==> config.mk <==
export PLATFORM = sky130hd
export DESIGN_NAME = rr_arb8
export DESIGN_NICKNAME = d
export VERILOG_FILES = /design/src/rtl/rr_arb8.sv
export SDC_FILE = /design/constraint.sdc
export NUM_CORES = 1
export LEC_CHECK = 0
export BUFFER_PORTS_ARGS = -buffer_cell sky130_fd_sc_hd__clkbuf_2
export CAP_MARGIN = 5
export CORE_UTILIZATION = 50
export CTS_CLUSTER_SIZE = 40
export DETAILED_ROUTE_END_ITERATION = 8
export PLACE_DENSITY_LB_ADDON = 0.12
export SETUP_SLACK_MARGIN = 0.5
export SLEW_MARGIN = 20
export SYNTH_ARGS = -nofsm -noshare
export SYNTH_HDL_FRONTEND = slang
export SYNTH_SLANG_ARGS = --single-unit
==> constraint.sdc <==
create_clock -name clk -period 4.2 [get_ports clk]
set_clock_uncertainty 0.2 [all_clocks]
set_input_delay 0.63 -clock clk [delete_from_list [all_inputs] [get_ports clk]]
set_output_delay 0.63 -clock clk [all_outputs]
set_load 0.01 [all_outputs]
==> src/rtl/rr_arb8.sv <==
// rr_arb8: eight-way round-robin arbiter with bounded hold time.
// One requester at a time owns the shared 1-bit data path. The owner keeps
// the grant while it requests, but must give it up after MAX_HOLD
// consecutive cycles if anyone else is waiting. The search for a new owner
// starts at a rotating pointer, which keeps arbitration fair.
module rr_arb8 #(
    parameter int MAX_HOLD = 4  // legal range 1..15
) (
    input  logic       clk,
    input  logic       rst,
    input  logic [7:0] req,
    input  logic [7:0] d,
    output logic [7:0] gnt,
    output logic [2:0] sel,
    output logic       valid,
    output logic       y
);

    localparam logic [3:0] MAX_HOLD_C = 4'(MAX_HOLD);

    typedef enum logic {
        IDLE  = 1'b0,
        GRANT = 1'b1
    } state_t;

    // Result of one round-robin search.
    typedef struct packed {
        logic       found;
        logic [2:0] idx;
    } pick_t;

    state_t     state, state_next;
    logic [7:0] gnt_next;
    logic [2:0] sel_next;
    logic       valid_next;
    logic [2:0] ptr, ptr_next;
    logic [3:0] hcnt, hcnt_next;

    pick_t any_pick;    // winner among all requesters
    pick_t other_pick;  // winner when the current owner is left out
    pick_t win;         // the requester that takes a new grant this edge
    logic  take;        // a new grant is issued this edge

    // Search upward from start, modulo 8. The first set bit wins. The loop
    // runs from the farthest offset down to the nearest, so the nearest
    // requester is written last and takes priority.
    function automatic pick_t rr_search(input logic [7:0] r, input logic [2:0] start);
        pick_t      p;
        logic [2:0] cand;
        p.found = 1'b0;
        p.idx   = start;
        for (int i = 7; i >= 0; i--) begin
            cand = start + 3'(i);
            if (r[cand]) begin
                p.found = 1'b1;
                p.idx   = cand;
            end
        end
        return p;
    endfunction

    // Candidate winners from the registered pointer and the sampled requests.
    always_comb begin
        any_pick   = rr_search(req, ptr);
        // gnt is one-hot, so it also serves as the owner's mask.
        other_pick = rr_search(req & ~gnt, ptr);
    end

    // Next-state logic: decide to hold, rotate, re-grant, or go idle.
    always_comb begin
        // NOTE: every output of this block gets a default first. A path that
        // left a signal unassigned would make synthesis infer a latch.
        state_next = state;
        gnt_next   = gnt;
        sel_next   = sel;
        valid_next = valid;
        ptr_next   = ptr;
        hcnt_next  = hcnt;
        take       = 1'b0;
        win        = any_pick;

        unique case (state)
            IDLE: begin
                if (any_pick.found) begin
                    take = 1'b1;
                    win  = any_pick;
                end
            end

            GRANT: begin
                if (req == 8'h00) begin
                    // Everyone has gone quiet. sel keeps its last value.
                    state_next = IDLE;
                    gnt_next   = 8'h00;
                    valid_next = 1'b0;
                    hcnt_next  = 4'd0;
                end else if (!req[sel]) begin
                    // The owner released the grant and someone else is
                    // waiting. Hand over at once with no idle gap.
                    take = 1'b1;
                    win  = any_pick;
                end else if (hcnt < MAX_HOLD_C) begin
                    hcnt_next = hcnt + 4'd1;
                end else if (other_pick.found) begin
                    // The hold budget is spent and another requester is
                    // waiting, so the owner must yield.
                    take = 1'b1;
                    win  = other_pick;
                end
                // Otherwise the owner is alone. It keeps the grant and hcnt
                // stays saturated.
            end

            default: begin
                state_next = IDLE;
                gnt_next   = 8'h00;
                valid_next = 1'b0;
            end
        endcase

        if (take) begin
            state_next = GRANT;
            gnt_next   = 8'h01 << win.idx;
            sel_next   = win.idx;
            valid_next = 1'b1;
            ptr_next   = win.idx + 3'd1;
            hcnt_next  = 4'd1;
        end
    end

    // State and output registers. Reset is synchronous and takes priority
    // over all other updates.
    always_ff @(posedge clk) begin
        // NOTE: sequential state uses non-blocking assignments. Every
        // register then samples the values from before the edge, regardless
        // of statement order.
        if (rst) begin
            state <= IDLE;
            gnt   <= 8'h00;
            sel   <= 3'd0;
            valid <= 1'b0;
            ptr   <= 3'd0;
            hcnt  <= 4'd0;
        end else begin
            state <= state_next;
            gnt   <= gnt_next;
            sel   <= sel_next;
            valid <= valid_next;
            ptr   <= ptr_next;
            hcnt  <= hcnt_next;
        end
    end

    // Shared 8:1 data mux. The output is forced low when nothing is granted.
    assign y = valid & d[sel];

endmodule

==> results of run 1 <==
## worst max-delay path: cells and delay by family
kind	cells	cell delay, ns
simple gates	3	1.06
buf+inv	2	0.31
mux	2	0.73
compound gates	4	0.83
## synth_stat cells (2+ instances only)
cell	instances
o221ai_1	3
nor3_1	2
nand3_1	5
o21ai_0	13
a21oi_1	20
and2_1	6
mux4_2	26
mux2i_1	16
a211o_1	3
and2b_1	4
o211ai_1	4
inv_2	2
nor2b_1	3
a32o_1	5
a31o_2	2
buf_6	2
a211oi_1	7
nor2_1	21
nor3b_1	2
or4_4	2
inv_1	6
a22oi_1	5
xnor2_1	2
xor2_1	2
or3_1	2
nor4b_1	2
o31ai_1	2
a31oi_1	8
nand2_1	28
clkbuf_1	11
nor2b_4	3
ha_1	4
o21ai_2	3
buf_4	3
nor4_1	3
buf_2	2
mux2_2	7
nand2b_1	7
dfxtp_1	20
o22ai_1	3
a41oi_1	2
## repair_timing
action                     in CTS  in global routing
setup endpoints to repair       3                 10
resized for setup               4                 18
gates cloned                    0                  2
pin swaps                       0                  1
setup buffers                   0                  5
## routing by layer
metal | part of all wire | global-route usage | vias up
li1 | - | - | 1269
met1 | 0.41 | 0.4146 | 1308
met2 | 0.51 | 0.4871 | 128
met3 | 0.060 | 0.01852 | 15
met4 | 0.016 | 0.09053 | 0
met5 | 0 | 0 | -
## cell families after synthesis
family,after synthesis
buffers and inverters,27
adders and majority gates,4
AOI/OAI and AO/OA,94
muxes,50
and+or+nand+nor,101
DFF,20
xor gates and xnor gates,5
## area by class of cell
type,instances,area [um^2],share of cell area
clock buffers,3,41.29,0.01298
inverters,8,32.53,0.01022
multi-input cells,255,2270,0.7133
flip-flops and latches,20,409.1,0.1286
well taps,70,87.58,0.02753
repair buffers,50,341.6,0.1074
## sequential cells by signal (all words and copies together) (netlist names)
register / count
gnt: 8
hcnt: 4
ptr: 3
sel: 3
state: 1
valid: 1
## power by group through the flow
stage                     clock network [mW]  logic [mW]  registers (mW)
after floorplan                            0        1.65           0.322
after global placement                     0        2.10           0.332
after detailed placement                   0        2.10           0.335
after CTS                              0.122        2.13           0.331
after global routing                   0.128        2.50           0.354
final                                  0.119        2.31           0.345
## path summary, 6_finish.rpt
check,startpoint,to
worst max-delay path,req[5],ptr[1]
worst min-delay path,hcnt[1],hcnt[1]
worst max register to register,ptr[0],ptr[1]
worst min register to register,hcnt[1],hcnt[1]
==> flow_metrics.env, run 1 <==
export IMPL_status="complete, no violations"
export IMPL_dieArea_um2=5687
export IMPL_pre_cts_ws_ns=0.2721
export IMPL_holdWs_ns=0.2818
export IMPL_portBuffers=30
export IMPL_synth_edf_count=0
export IMPL_cts_path_max_buffers=2
export IMPL_wl_per_cell_um=19.48
export IMPL_synth_flop_cell="dfxtp_1"
export IMPL_yosys_register_bits=20
export IMPL_n_antenna_cell=0
export IMPL_clk_pin_slew_ns=0.06
export IMPL_p_sw_mw=1.385
export IMPL_grtUsageTotal=0.2938
export IMPL_tightest_slew_ns=0.4933
export IMPL_placedCellCount=396
export IMPL_max_vdd_ir_drop_mv=0.4173
export IMPL_vias=2720
export IMPL_routed_via_density=6.700
export IMPL_synth_distinct_cells=69
export IMPL_crit_path_cell_trace="clkbuf_2 -> and2b_1 -> mux2i_1 -> mux4_2 -> and2_4 -> a41o_4 -> buf_4 -> o211ai_1 -> o211ai_1 -> or4_4 -> o211ai_1"
export IMPL_drive_above_1_share=0.3661
export IMPL_yosys_top_cells_area="mux4_2 (22%), dfxtp_1 (15%), mux2i_1 (5.9%)"
export IMPL_synth_xor_xnor_area_share=0.01903
export IMPL_post_route_util=0.6190
export IMPL_cp_common_cell="o211ai_1"
export IMPL_seq_area_frac_synth=0.1486
export IMPL_drt_pass1_iter_count=5
export IMPL_slew_headroom=0.6617
export IMPL_layout_nets=360
export IMPL_synthAdderAreaFrac=0.01857
export IMPL_cts_tree="built"
export IMPL_grt_max_degree=27
export IMPL_cp_slowest_cell="or4_4"
export IMPL_htree_levels=1
export IMPL_placed_cell_area_um2=2974
export IMPL_syn_area_per_cell_um2=8.954
export IMPL_wl_um=7909
export IMPL_layout_commonest_cell="clkbuf_2"
export IMPL_synth_top_area_frac=0.2173
export IMPL_crit_path_start_kind="primary input"
export IMPL_fin_area_um2=3182
export IMPL_r2r_slack_ns=0.61
export IMPL_cts_hold_fix_buffers=0
export IMPL_seqPwrFrac=0.124
export IMPL_core_um2=5140
export IMPL_p_leak_nw=1.210
export IMPL_cts_sinks=20
export IMPL_switching_share=0.4990
export IMPL_n_fill_cell=504
export IMPL_drv_slew=0
export IMPL_critPathMaxFanout=9
export IMPL_netlist_area_um2=2695
export IMPL_fp_dieW_um=75.42
export IMPL_cts_buffers=3
export IMPL_max_stage_delay_ns=0.60
export IMPL_power_density_nw_per_um2=872.1
export IMPL_ant_nets=0
export IMPL_rows=26
export IMPL_gp_congestion=0.9278
export IMPL_drt_iter0_drc=183
export IMPL_async_flop_share=0
export IMPL_post_dp_hpwl_um=6000
export IMPL_grt_pass1_wl_um=12430
export IMPL_clk_latency_ns=0.25
export IMPL_end_kind="flip-flop"
export IMPL_final_cells=406
export IMPL_antenna_found_initial=0
export IMPL_crit_type="primary input to flip-flop"
export IMPL_cp_data_required_time_ns=4.16
export IMPL_rr_worst_depth=11
export IMPL_synthesis_nets=323
export IMPL_drcViolationCount=0
export IMPL_ios=31
export IMPL_hold_depth=2
export IMPL_fin_ws_ns=0.5940
export IMPL_setup_violations_final=0
export IMPL_hold_path_class="flip-flop to flip-flop"
export IMPL_syn_inst=301
export IMPL_yosysWarnings=0
export IMPL_cp_arrival_ns=3.56
export IMPL_grt_setup_unrepaired="yes"
export IMPL_synth_area_mux_share=0.3110
export IMPL_synth_top_family_by_area="multiplexers"
export IMPL_clock_fmax_ghz=0.2773
export IMPL_start_util=0.5243
export IMPL_fin_crit_sh=0.8586
export IMPL_yosysTopAreaCell="mux4_2"
export IMPL_grt_pass1_vias=2454
export IMPL_die_h_um=75.42
export IMPL_p_int_mw=1.390
export IMPL_final_cell_mix="clkbuf_2 (30), nand2_1 (28), mux4_2 (26)"
export IMPL_synthSimpleGateAreaFrac=0.2094
export IMPL_setup_tns_ns=0
export IMPL_finalHoldViolations=0
export IMPL_pwr_share_clk=0.043
export IMPL_root_buffer="clkbuf_8"
export IMPL_drv_cap=0
export IMPL_combPwrFrac=0.833
export IMPL_period_minus_slack_ns=3.606
export IMPL_syn_to_final_growth_pct=18.06
export IMPL_total_power_mw=2.775
export IMPL_synth_compound_area_frac=0.2451
export IMPL_grt_overflow=0
(Power assumes the default switching activity.)
==> run 2, diff against run 1 <==
--- a/config.mk
+++ b/config.mk
@@ -7,7 +7,9 @@
 export LEC_CHECK = 0
 export BUFFER_PORTS_ARGS = -buffer_cell sky130_fd_sc_hd__clkbuf_2
 export CAP_MARGIN = 5
-export CORE_UTILIZATION = 50
+export CELL_PAD_IN_SITES_DETAIL_PLACEMENT = 1
+export CELL_PAD_IN_SITES_GLOBAL_PLACEMENT = 1
+export CORE_UTILIZATION = 41
 export CTS_CLUSTER_SIZE = 40
 export DETAILED_ROUTE_END_ITERATION = 8
 export PLACE_DENSITY_LB_ADDON = 0.12
==> run 2 against run 1 <==
Hold slack got worse by 0.0040 ns; non-clock buffer count did not move; critical path depth grew 2; first-iteration DRC count increased by 45%; highest routed layer unchanged; worst setup slack worse by 0.0085 ns.
==> flow_metrics.env, run 2 (synthesis results as in run 1) <==
export IMPL_crit_path_start_kind="primary input"
export IMPL_grt_pass1_wl_um=14480
export IMPL_finalHoldViolations=0
export IMPL_slew_headroom=0.6027
export IMPL_regArea_um2=404.1
export IMPL_cp_depth=13
export IMPL_crit_type="primary input to flip-flop"
export IMPL_fin_area_um2=3174
export IMPL_dieArea_um2=6901
export IMPL_drv_slew=0
export IMPL_layout_nets=359
export IMPL_grt_setup_unrepaired="yes"
export IMPL_drt_iter0_drc=265
export IMPL_max_stage_delay_ns=0.54
export IMPL_drive_above_1_share=0.3731
export IMPL_drv_cap=0
export IMPL_largest_reg_flops=8
export IMPL_setup_violations_final=0
export IMPL_post_dp_hpwl_um=7149
export IMPL_final_cell_mix="clkbuf_2 (30), nand2_1 (28), mux4_2 (26)"
export IMPL_antenna_found_initial=0
export IMPL_rows=29
export IMPL_crit_path_start="req[3]"
export IMPL_status="complete, no violations"
export IMPL_hold_path_class="flip-flop to flip-flop"
export IMPL_portBuffers=30
export IMPL_met2_usage=0.4449
export IMPL_start_util=0.4244
export IMPL_clk_latency_ns=0.26
export IMPL_multi_input_area_um2=2267
export IMPL_n_antenna_cell=0
export IMPL_die_h_um=83.08
export IMPL_placed_cell_area_um2=2998
export IMPL_syn_to_final_growth_pct=17.78
export IMPL_fin_crit_sh=0.8606
export IMPL_core_um2=6350
export IMPL_setup_tns_ns=0
export IMPL_cts_hold_fix_buffers=0
export IMPL_grtUsageTotal=0.2650
export IMPL_regToRegStartpoint="ptr[0]"
export IMPL_r2r_end="ptr[2]"
export IMPL_pre_cts_ws_ns=0.2057
export IMPL_cts_path_max_buffers=2
export IMPL_gp_congestion=0.8733
export IMPL_post_route_util=0.4999
export IMPL_clk_pin_slew_ns=0.07
export IMPL_wl_um=9102
export IMPL_max_vdd_ir_drop_mv=0.5368
export IMPL_busiest_layer="met2"
export IMPL_drcViolationCount=0
export IMPL_fp_dieW_um=83.08
export IMPL_crit_path_cell_trace="clkbuf_2 -> and2b_4 -> mux4_2 -> or4_4 -> o21ai_2 -> a41o_4 -> o211ai_1 -> and3_4 -> or2_4 -> nor2_1 -> ha_1 -> nand2_1 -> a21oi_1"
export IMPL_cp_arrival_ns=3.55
export IMPL_holdWs_ns=0.2778
export IMPL_largest_register="gnt"
export IMPL_period_minus_slack_ns=3.615
export IMPL_use_met3=0.03976
export IMPL_layout_commonest_cell="clkbuf_2"
export IMPL_routed_via_density=6.546
export IMPL_drt_pass1_iter_count=4
export IMPL_biggestRegsByFlops="gnt x8, hcnt x4"
export IMPL_grt_max_degree=27
export IMPL_end_kind="flip-flop"
export IMPL_cp_top_family="simple AND/OR/NAND/NOR gates"
export IMPL_root_buffer="clkbuf_8"
export IMPL_r2r_slack_ns=0.64
export IMPL_fin_ws_ns=0.5855
export IMPL_grt_met1_usage=0.3544
export IMPL_ant_nets=0
export IMPL_n_fill_cell=742
export IMPL_cp_slowest_cell="or4_4"
export IMPL_critPathCapture="ptr[2]"
export IMPL_clock_fmax_ghz=0.2767
export IMPL_grt_overflow=0
export IMPL_worstHoldStart="hcnt[1]"
export IMPL_ios=31
export IMPL_vias=2697
export IMPL_cp_data_required_time_ns=4.14
export IMPL_wl_per_cell_um=22.09
export IMPL_power_density_nw_per_um2=881.2
export IMPL_cts_sinks=20
export IMPL_tightest_slew_ns=0.5897
export IMPL_rr_worst_depth=13
export IMPL_htree_levels=1
export IMPL_cts_tree="built"
export IMPL_cts_buffers=3
export IMPL_path_buf_inv=1
export IMPL_critPathMaxFanout=10
export IMPL_p_leak_nw=1.204
export IMPL_grt_pass1_vias=2707
[run 2: final cells by class]
type,count,share of cell area
repair buffers,50,0.1048
multi-input cells,254,0.7142
inverters,8,0.01025
flip-flops and latches,20,0.1273
well taps,77,0.03035
clock buffers,3,0.01301
[run 2: worst reg2reg max path: stages, from the launching register on]
cell and delay, ns:
dfxtp_2 0.37, inv_4 0.08, buf_4 0.27, mux4_2 0.60
mux2i_1 0.24, nor3b_2 0.29, a41o_4 0.31, o211ai_1 0.13
and3_4 0.25, or2_4 0.26, nor2_1 0.10, ha_1 0.23
nand2_1 0.06, a21oi_1 0.06
[run 2: worst min-delay path by stage]
stage | end | slack, ns | cells past startpoint
6_report | hcnt[1] | 0.28 | 2
5_1_grt | hcnt[1] | 0.30 | 2
4_1_cts | hcnt[1] | 0.28 | 2
3_5_place_dp | hcnt[1] | 0.27 | 2
3_3_place_gp | hcnt[1] | 0.27 | 2
2_1_floorplan | hcnt[1] | 0.25 | 2
[run 2: where the power goes]
group | leakage (nW) | switching [mW] | total [mW] | internal [mW]
Clock | 0.0216 | 0.0591 | 0.123 | 0.0639
Combinational | 1.02 | 1.27 | 2.34 | 1.07
Sequential | 0.165 | 0.0895 | 0.335 | 0.246
Total | 1.20 | 1.42 | 2.80 | 1.38
[run 2: through the flow]
stage	cells	power, mW
6_report	412	2.797
5_1_grt	412	3.012
4_1_cts	409	2.675
3_5_place_dp	405	2.504
3_3_place_gp	405	2.487
2_1_floorplan	301	1.971
[run 2: what timing repair did]
item / in CTS / in global routing
resized for setup: 7 / 17
setup endpoints to repair: 5 / 5
setup buffers: 1 / 3
pin swaps: 1 / 3
cloned: 0 / 0
[run 2: per-layer routing]
layer | vias to the layer above | wire length [um]
li1 | 1253 | -
met1 | 1346 | 3978
met2 | 80 | 4483
met3 | 18 | 472
met4 | 0 | 167
met5 | - | 0
==> run 3, diff against run 2 <==
--- a/config.mk
+++ b/config.mk
@@ -5,11 +5,12 @@
 export SDC_FILE = /design/constraint.sdc
 export NUM_CORES = 1
 export LEC_CHECK = 0
+export ABC_AREA = 1
 export BUFFER_PORTS_ARGS = -buffer_cell sky130_fd_sc_hd__clkbuf_2
 export CAP_MARGIN = 5
 export CELL_PAD_IN_SITES_DETAIL_PLACEMENT = 1
 export CELL_PAD_IN_SITES_GLOBAL_PLACEMENT = 1
-export CORE_UTILIZATION = 41
+export CORE_UTILIZATION = 36
 export CTS_CLUSTER_SIZE = 40
 export DETAILED_ROUTE_END_ITERATION = 8
 export PLACE_DENSITY_LB_ADDON = 0.12
==> run 3 against run 2 <==
Via count barely moved; global-route usage decreased by 0.54 points; die area fell by 4.2%; sequential power is 14% lower; hold slack got worse by 0.0038 ns; final area decreased by 21%; fmax is 7.0% higher; largest cell class unchanged; largest power group unchanged; highest routed layer unchanged.
==> flow_metrics.env, run 3 <==
export IMPL_status="complete, no violations"
export IMPL_met2_length_um=3778
export IMPL_wl_met3_um=356
export IMPL_clk_pin_slew_ns=0.07
export IMPL_drcViolationCount=0
export IMPL_finalHoldViolations=0
export IMPL_synth_most_common_cell="nand2_1"
export IMPL_drive_above_1_share=0.1761
export IMPL_syn_area_per_cell_um2=5.676
export IMPL_cts_buffers=3
export IMPL_slew_headroom=0.6911
export IMPL_final_cell_mix="nand2_1 (110), nand3_1 (86), nor2_1 (41)"
export IMPL_ios=31
export IMPL_grt_setup_unrepaired="no"
export IMPL_post_route_util=0.4196
export IMPL_drt_met1_wl_um=3651
export IMPL_path_buf_inv=3
export IMPL_period_minus_slack_ns=3.377
export IMPL_fin_area_um2=2514
export IMPL_synth_distinct_cells=33
export IMPL_routed_top_layer="met4"
export IMPL_crit_path_cell_trace="inv_2 -> ha_2 -> clkinvlp_4 -> nand3_1 -> nand3_1 -> nand2_1 -> inv_2 -> nand3_2 -> nor2_4 -> nor2_4 -> nand2_4 -> a21oi_1 -> nand2_1 -> nand2_4 -> nor2_2 -> ha_1 -> o21ai_0 -> a21oi_1"
export IMPL_grt_max_degree=20
export IMPL_netlist_area_um2=2265
export IMPL_largest_reg_flops=8
export IMPL_layout_nets=449
export IMPL_synth_top_area_frac=0.1901
export IMPL_cts_hold_fix_buffers=0
export IMPL_placed_cell_area_um2=2452
export IMPL_max_stage_delay_ns=0.50
export IMPL_drv_slew=0
export IMPL_portBuffers=30
export IMPL_crit_type="flip-flop to flip-flop"
export IMPL_syn_to_final_growth_pct=10.99
export IMPL_cts_path_max_buffers=2
export IMPL_final_cells=501
export IMPL_rows=28
export IMPL_largest_register="gnt"
export IMPL_layout_commonest_cell="nand2_1"
export IMPL_setup_tns_ns=0
export IMPL_tightest_slew_ns=0.4616
export IMPL_cp_arrival_ns=3.34
export IMPL_yosys_register_bits=20
export IMPL_root_buffer="clkbuf_8"
export IMPL_yosysWarnings=0
export IMPL_seq_area_frac_synth=0.1768
export IMPL_cp_data_required_time_ns=4.16
export IMPL_setup_violations_final=0
export IMPL_vias=2695
export IMPL_synth_edf_count=0
export IMPL_biggestRegsByFlops="gnt x8, hcnt x4"
export IMPL_core_um2=5991
export IMPL_wl_um=7922
export IMPL_die_h_um=81.32
export IMPL_yosys_top_cells_area="nand3_1 (19%), nand2_1 (18%), dfxtp_1 (18%)"
export IMPL_grt_pass1_vias=2696
export IMPL_synthesis_nets=421
export IMPL_synth_common_cells="nand2_1 (110), nand3_1 (86), nor2_1 (41)"
export IMPL_p_leak_nw=1.283
export IMPL_drt_iter0_drc=135
export IMPL_cts_sinks=20
export IMPL_routed_via_density=5.379
export IMPL_async_flop_share=0
export IMPL_cts_tree="built"
export IMPL_start_util=0.3780
export IMPL_grt_pass1_wl_um=13120
export IMPL_dieArea_um2=6612
export IMPL_yosysTopAreaCell="nand3_1"
export IMPL_drv_cap=0
export IMPL_wl_per_cell_um=15.81
export IMPL_max_vdd_ir_drop_mv=0.3804
export IMPL_cp_top_family="simple AND/OR/NAND/NOR gates"
export IMPL_syn_inst=399
export IMPL_grt_overflow=0
export IMPL_n_fill_cell=861
export IMPL_power_density_nw_per_um2=985.8
export IMPL_grtUsageTotal=0.2596
export IMPL_cp_slowest_cell="ha_2"
export IMPL_placedCellCount=497
export IMPL_synth_flop_cell="dfxtp_1"
export IMPL_fin_crit_sh=0.8041
export IMPL_n_antenna_cell=0
export IMPL_htree_levels=1
export IMPL_post_dp_hpwl_um=6476
export IMPL_ant_nets=0
export IMPL_critPathMaxFanout=16
export IMPL_gp_congestion=0.8824
export IMPL_crit_path_start_kind="flip-flop"
export IMPL_fp_dieW_um=81.32
export IMPL_clock_fmax_ghz=0.2961
export IMPL_clk_latency_ns=0.27
export IMPL_hold_path_class="flip-flop to flip-flop"
export IMPL_end_kind="flip-flop"
export IMPL_drt_pass1_iter_count=4
export IMPL_antenna_found_initial=0
==> run 3: changes by cell type in the layout (fill, tap and decap cells not counted), moves of 8 or more <==
cell	delta
buf_4	-13
inv_1	+33
inv_2	+8
mux2i_1	-16
mux4_2	-26
nand2_1	+82
nand3_1	+81
nor2_1	+20
==> run 3: worst reg2reg max path: cells and delay by family (launching register included) <==
family	cells	cell delay (ns)
AOI/OAI and AO/OA	3	0.35
adders and majority gates	2	0.76
buffers and inverters	3	0.49
DFF	1	0.35
and+or+nand+nor	10	1.10
==> run 3: cell type report <==
class                           count  area, um^2  area share
Multi-Input combinational cell    318        1592      0.6332
Inverter                           51       200.2     0.07964
Sequential cell                    20       400.4      0.1593
Tap cell                           75       93.84     0.03733
Clock buffer                        4       55.05     0.02190
Timing Repair Buffer               33       172.7     0.06869
==> run 3: worst paths after layout <==
path	slack [ns]	to	cells after the start	from
max	0.82	ptr[2]	18	ptr[1]
min	0.27	hcnt[3]	2	hcnt[3]
max reg2reg	0.82	ptr[2]	18	ptr[1]
min reg2reg	0.27	hcnt[3]	2	hcnt[3]
==> run 3: where the power goes <==
part / leakage [nW] / switching, mW / internal, mW
clock: 0.0288 / 0.0653 / 0.0837
combinational: 1.09 / 1.40 / 0.644
sequential: 0.164 / 0.0448 / 0.244
total: 1.28 / 1.51 / 0.972
==> run 3: timing repair <==
| item | 4_1_cts | 5_1_grt |
|---|---|---|
| gates resized for setup | 0 | 2 |
| setup buffers | 0 | 0 |
| endpoints found under the setup margin | 0 | 1 |
==> run 3: per-layer routing <==
layer	global-route usage	up-vias
li1	-	1366
met1	0.3389	1263
met2	0.4508	57
met3	0.01573	9
met4	0.08214	0
met5	0	-
==> run 3: cells by family after synthesis <==
kind of cell,Yosys count,synth area share
flip-flops,20,0.1768
XOR/XNOR,3,0.02818
adder cells (fa/ha/maj),4,0.02210
AND/OR/NAND/NOR,264,0.5359
AO/OA/AOI/OAI,47,0.1155
buffers and inverters,61,0.1215
==> run 3: through the flow <==
step | hold WS [ns] | worst slack [ns] | total power [mW]
4_1_cts | 0.2704 | 0.7438 | 2.467
3_3_place_gp | 0.2511 | 0.8850 | 2.261
2_1_floorplan | 0.2378 | 1.208 | 1.840
6_report | 0.2740 | 0.8226 | 2.478
5_1_grt | 0.3036 | 0.5400 | 2.757
3_5_place_dp | 0.2584 | 0.7831 | 2.301
